--- src/rtl/apb_master_bridge.sv ---
// apb_master_bridge: single-outstanding valid/ready request -> APB4 requester.
// Optional ACCESS-phase timeout is compiled in when APB_MASTER_TIMEOUT_EN is defined.
module apb_master_bridge #(
    parameter int ADDR_W         = 32,
    parameter int DATA_W         = 32,
    parameter int TIMEOUT_CYCLES = 1024
) (
    input  logic                clock,
    input  logic                reset,
    input  logic                req_valid,
    output logic                req_ready,
    input  logic                req_write,
    input  logic [ADDR_W-1:0]   req_addr,
    input  logic [DATA_W-1:0]   req_wdata,
    input  logic [DATA_W/8-1:0] req_wstrb,
    input  logic [2:0]          req_prot,
    output logic                resp_valid,
    input  logic                resp_ready,
    output logic [DATA_W-1:0]   resp_rdata,
    output logic                resp_err,
    output logic [ADDR_W-1:0]   out_paddr,
    output logic                out_psel,
    output logic                out_penable,
    output logic [2:0]          out_pprot,
    output logic                out_pwrite,
    output logic [DATA_W-1:0]   out_pwdata,
    output logic [DATA_W/8-1:0] out_pstrb,
    input  logic                out_pready,
    input  logic [DATA_W-1:0]   out_prdata,
    input  logic                out_pslverr
);
    typedef enum logic [1:0] {IDLE, SETUP, ACCESS, RESP} state_t;
    state_t state;
    logic   timed_out;

    assign req_ready  = (state == IDLE) && !reset;
    assign resp_valid = (state == RESP);

`ifdef APB_MASTER_TIMEOUT_EN
    localparam int CNT_W = $clog2(TIMEOUT_CYCLES + 1);
    logic [CNT_W-1:0] wait_cnt;

    // This not-ready ACCESS cycle is the one that brings the count to the limit.
    assign timed_out = (wait_cnt == CNT_W'(TIMEOUT_CYCLES - 1));

    always_ff @(posedge clock) begin
        if (reset || state == SETUP)
            wait_cnt <= '0;
        else if (state == ACCESS && !out_pready)
            wait_cnt <= wait_cnt + 1'b1;
    end
`else
    assign timed_out = 1'b0;
`endif

    always_ff @(posedge clock) begin
        if (reset) begin
            state       <= IDLE;
            out_psel    <= 1'b0;
            out_penable <= 1'b0;
            out_paddr   <= '0;
            out_pwrite  <= 1'b0;
            out_pwdata  <= '0;
            out_pstrb   <= '0;
            out_pprot   <= '0;
            resp_rdata  <= '0;
            resp_err    <= 1'b0;
        end else begin
            case (state)
                IDLE: begin
                    if (req_valid) begin
                        out_paddr   <= req_addr;
                        out_pwrite  <= req_write;
                        out_pwdata  <= req_wdata;
                        out_pstrb   <= req_write ? req_wstrb : '0;
                        out_pprot   <= req_prot;
                        out_psel    <= 1'b1;
                        out_penable <= 1'b0;
                        state       <= SETUP;
                    end
                end
                SETUP: begin
                    out_penable <= 1'b1;
                    state       <= ACCESS;
                end
                ACCESS: begin
                    if (out_pready) begin
                        // Writes and errored transfers never return data.
                        resp_rdata  <= (out_pwrite || out_pslverr) ? '0 : out_prdata;
                        resp_err    <= out_pslverr;
                        out_psel    <= 1'b0;
                        out_penable <= 1'b0;
                        state       <= RESP;
                    end else if (timed_out) begin
                        resp_rdata  <= '0;
                        resp_err    <= 1'b1;
                        out_psel    <= 1'b0;
                        out_penable <= 1'b0;
                        state       <= RESP;
                    end
                end
                RESP: begin
                    if (resp_ready)
                        state <= IDLE;
                end
                default: state <= IDLE;
            endcase
        end
    end
endmodule
--- config.mk ---
export PLATFORM = sky130hd
export DESIGN_NAME = apb_master_bridge
export DESIGN_NICKNAME = d
export VERILOG_FILES = /design/src/rtl/apb_master_bridge.sv
export SDC_FILE = /design/constraint.sdc
export NUM_CORES = 1
export LEC_CHECK = 0
export ABC_CLOCK_PERIOD_IN_PS = 4450
export CORE_ASPECT_RATIO = 0.8
export CORE_MARGIN = 5
export CORE_UTILIZATION = 35
export CTS_CLUSTER_SIZE = 14
export DETAILED_ROUTE_END_ITERATION = 10
export GPL_TIMING_DRIVEN = 0
export PLACE_DENSITY = 0.76
export SLEW_MARGIN = 5
export SYNTH_ARGS = -nofsm -noshare
export SYNTH_HDL_FRONTEND = slang
export SYNTH_SLANG_ARGS = --single-unit
--- constraint.sdc ---
create_clock -name clock -period 4.45 [get_ports clock]
set_input_delay 0.89 -clock clock [delete_from_list [all_inputs] [get_ports clock]]
set_output_delay 0.89 -clock clock [all_outputs]
set_load 0.01 [all_outputs]
=== After elaboration in Yosys (flattened, before gate mapping) ===
Index checks and enable logic that the tools add are counted.

* Bits in read-only memories: 0
* Output and inout bits: 109
* Memories kept: 0
* Input bits: 110
* Bits in latches: 0
* RAM bits: 0
* Word-level logic and storage cells: 38
* Flip-flop bits (word level): 109

* Shift operators: 0
* Magnitude comparators: 0
* Reductions and logical operators: 11
* Multipliers: 0
* $add $sub $neg: 0
* Mux-type cells: 11
* Bitwise operators: 0
* Div/mod/pow operators: 0
* Equality and inequality tests: 6

{| class="wikitable"
|+ Operators with widths
! kind !! count
|-
| $mux W32 || 1
|-
| $reduce_and A3 Y1 || 3
|-
| $pmux W2 S4 || 1
|-
| $mux W2 || 3
|-
| $eq A2 B2 Y1 const B || 2
|-
| $mux W4 || 1
|-
| $ne A2 B2 Y1 const B || 2
|-
| $reduce_and A2 Y1 || 2
|-
| $mux W1 || 3
|-
| $pmux W1 S3 || 1
|-
| $reduce_bool A3 Y1 || 1
|-
| $eq A2 B1 Y1 const B || 1
|-
| $logic_not A2 Y1 || 1
|-
| $ne A2 B1 Y1 const B || 1
|-
| $pmux W1 S2 || 1
|-
| $reduce_bool A2 Y1 || 1
|-
| $logic_and A1 B1 Y1 || 1
|-
| $logic_not A1 Y1 || 1
|-
| $logic_or A1 B1 Y1 || 1
|}

=== Longest topological paths before layout ===
* Word-level depth: 3
* Gate-level depth with buffers: 7
* Mapped depth without buffers: 5

=== Worst setup path after synthesis ===
OpenSTA, ideal clock, no wires.

* Kind: input to output
* From: input reset
* To: output req_ready
* Buffers on the path: 2
* Required time: 3.560 ns
* Slack: 2.175 ns
* Stages on the path: 3
* Arrival: 1.385 ns
* Path through: buf_2 buf_2 nor2b_1

* Word-level cells in the longest chain between the ends: 2

{| class="wikitable"
|+ Ends and longest elaborated chain
! what !! RTL line !! RTL
|-
| start: declaration || 9 || <nowiki>input logic reset,</nowiki>
|-
| $logic_not A1 Y1 || 36 || <nowiki>assign req_ready = (state == IDLE) && !reset;</nowiki>
|-
| $logic_and A1 B1 Y1 || 36 ||
|-
| end: declaration || 11 || <nowiki>output logic req_ready,</nowiki>
|}

No other way between the ends.

=== Worst setup path in the final report ===
Ends and elaborated chain as after synthesis.

==> impl_metrics.yaml <==
logic_synthesis:
  syn_nets: 570
  syn_inst: 455
  avgSynthCellArea_um2: 8.49
  ys_ff_latch: 109
  synth_seq_area_share: 0.565
  synth_warnings: 0
  synth_cell_type_count: 25
  netlist_area_mm2: 0.00386
run:
  drv_cap: 0
cts:
  clkLatencyLatePin_ps: 340
  h-tree-depth: 3
  cts.repair.resized: 0
  holdBufCountCts: 0
  cts_tree: "yes"
  clkSinkCount: 109
  clkTransAtPathRegs_ps: 70
  post_cts_buffers: 0
  cts_buffer_depth: 2
  cts-root-buf: "clkbuf_16"
  cts_buffers: 9
floorplanning:
  start_util: 0.356
  die_h_um: 104
  die_w_um: 127
  die-area_mm2: 0.0133
  pin_count: 219
  placementRows: 34
  core-area_mm2: 0.0108
global_routing:
  grt-ovfl-total: 0
  antenna_found_initial: 0
  grt_pass1_vias: 3950
  grt_max_degree: 18
  grt_util_all_layers: 0.188
  grt_pass1_wl_um: 20100
cells_and_area:
  final_net_count: 798
  area_growth_pct: 67.7
  final_common_cell: "clkdlybuf4s50_1"
  layout-drive-gt1-share: 0.0539
  diodes: 0
  mostFrequentLayoutCells: "217 x clkdlybuf4s50_1, 146 x nand2_1, 109 x dfxtp_1, 74 x a21oi_1"
setup_path:
  cp_top_family: "buffers and inverters"
  critPathLaunchType: "primary input"
  crit_chain: "buf_2 -> buf_2 -> nor2b_1 -> clkdlybuf4s50_1"
  critPathKind: "in -> out"
  cp.required_ps: 3560
  slowest_stage: "clkdlybuf4s50_1"
  cp-end-kind: "output pin"
  cp_max_fo: 10
  path_buf_inv: 3
  slowest_delay_ps: 560
  crit_arrival_ps: 1980
  reg2reg_slack_ps: 2720
  crit_top_cell: "buf_2"
status:
  status: "complete, no violations"
power_and_ir_drop:
  leakage_nw: 2.38
  ir_drop_mv: 0.283
  power_density_mw_per_mm2: 436
timing:
  fin_skew_ps: 7.24
  hold_slack_ps: 455
  setup_viol: 0
  max_slew_margin: 0.677
  period_minus_slack_ps: 2870
  timing.final.crit_share: 0.644
  tns_ps: 0
  rsz0062_at_grt: "false"
  drv_slew: 0
  tightest_slew_ps: 484
  final-hold-violation-count: 0
  max_freq_ghz: 0.349
detailed_routing:
  vias: 3899
  post-route-drc-count: 0
  drtIter0Drc: 155
  drt-total-wl_um: 12700
  antenna_left: 0
  dr.pass1.iters: 5
  routedWlPerCell_um: 15.2
  via_per_inst: 4.70
placed_design:
  place_congestion: 0.815
  hpwl_um: 9960
  port_buffers: 217
worst_hold_path:
  hold_path.class: "reg -> reg"
## worst paths after layout
check                  end  cells past startpoint          start
max              req_ready                      4          reset
min          out_paddr[10]                      2  out_paddr[10]
max reg2reg  resp_rdata[4]                      6       state[0]
min reg2reg  out_paddr[10]                      2  out_paddr[10]
## per-stage QoR
| step | power (W) | instance area, µm² | instances | utilization | worst slack [ps] |
|---|---|---|---|---|---|
| 5_1_grt | 0.00300 | 6480 | 830 | 0.597 | 1530 |
| 6_report | 0.00283 | 6480 | 830 | 0.597 | 1580 |
| 3_5_place_dp | 0.00214 | 6220 | 816 | 0.573 | 1550 |
| 3_3_place_gp | 0.00211 | 6220 | 816 | 0.573 | 1560 |
| 2_1_floorplan | 0.00163 | 3860 | 455 | - | 2170 |
| 4_1_cts | 0.00287 | 6480 | 830 | 0.597 | 1550 |
## routing by layer
layer | part of all wire | up-vias | track usage
met1 | 0.41 | 1794 | 0.225
met5 | 0 | - | 0
met3 | 0.069 | 24 | 0.0565
li1 | - | 1957 | -
met4 | 0.024 | 0 | 0.0651
met2 | 0.50 | 124 | 0.317
## sequential cells by signal, summed over array words and instances (netlist names), 2 cells and up
register / cells
out_paddr: 32
out_pwdata: 32
resp_rdata: 32
out_pstrb: 4
out_pprot: 3
state: 2
## kinds of logic after synthesis
family,count (synthesis),share of synthesized area
muxes,1,0.00259
buffers and inverters,38,0.0521
adders and majority gates,5,0.0162
and+or+nand+nor,191,0.196
DFF,109,0.565
AOI/OAI and AO/OA,111,0.168
## area by class of cell
cell class | count | area, µm²
plain buffers | 34 | 186
clock buffers | 9 | 225
clock inverters | 5 | 38.8
fillers | 979 | 4370
inverters | 4 | 15.0
multi-input cells | 308 | 1480
flip-flops and latches | 109 | 2180
well taps | 144 | 180
repair buffers | 217 | 2170
## cells in the mapped netlist
| cell | instances | area (µm²) |
|---|---|---|
| o41ai_1 | 1 | 8.76 |
| o311ai_0 | 1 | 8.76 |
| nand2_1 | 146 | 548 |
| and4bb_1 | 1 | 12.5 |
| buf_1 | 3 | 11.3 |
| o211a_1 | 1 | 10.0 |
| or4_1 | 1 | 7.51 |
| a22oi_1 | 32 | 240 |
| a21oi_1 | 74 | 370 |
| clkbuf_1 | 9 | 33.8 |
| mux2i_1 | 1 | 10.0 |
| o21ai_0 | 1 | 5.00 |
| and2_1 | 1 | 6.26 |
| nor2b_4 | 1 | 13.8 |
| buf_6 | 1 | 11.3 |
| nor3_1 | 1 | 5.00 |
| dfxtp_1 | 109 | 2180 |
| nor2b_1 | 3 | 18.8 |
| buf_4 | 10 | 75.1 |
| ha_1 | 5 | 62.6 |
| inv_1 | 4 | 15.0 |
| o21bai_1 | 1 | 7.51 |
| buf_2 | 11 | 55.1 |
| nor2_1 | 32 | 120 |
| nand3_1 | 5 | 25.0 |
## worst reg2reg max path: cells and delay by family (launching register included)
kind                     cells  cell delay (ps)
buffers and inverters        2              480
flip-flops                   1              400
AND/OR/NAND/NOR              2              340
adder cells (fa/ha/maj)      1              280
AO/OA/AOI/OAI                1              170
## where the power goes
group | internal (W) | total [W] | switching (W)
registers | 0.00112 | 0.00120 | 0.0000807
clock network | 0.000375 | 0.000719 | 0.000344
logic | 0.000477 | 0.000906 | 0.000429
No activity file was read; power rests on OpenSTA's default activity.
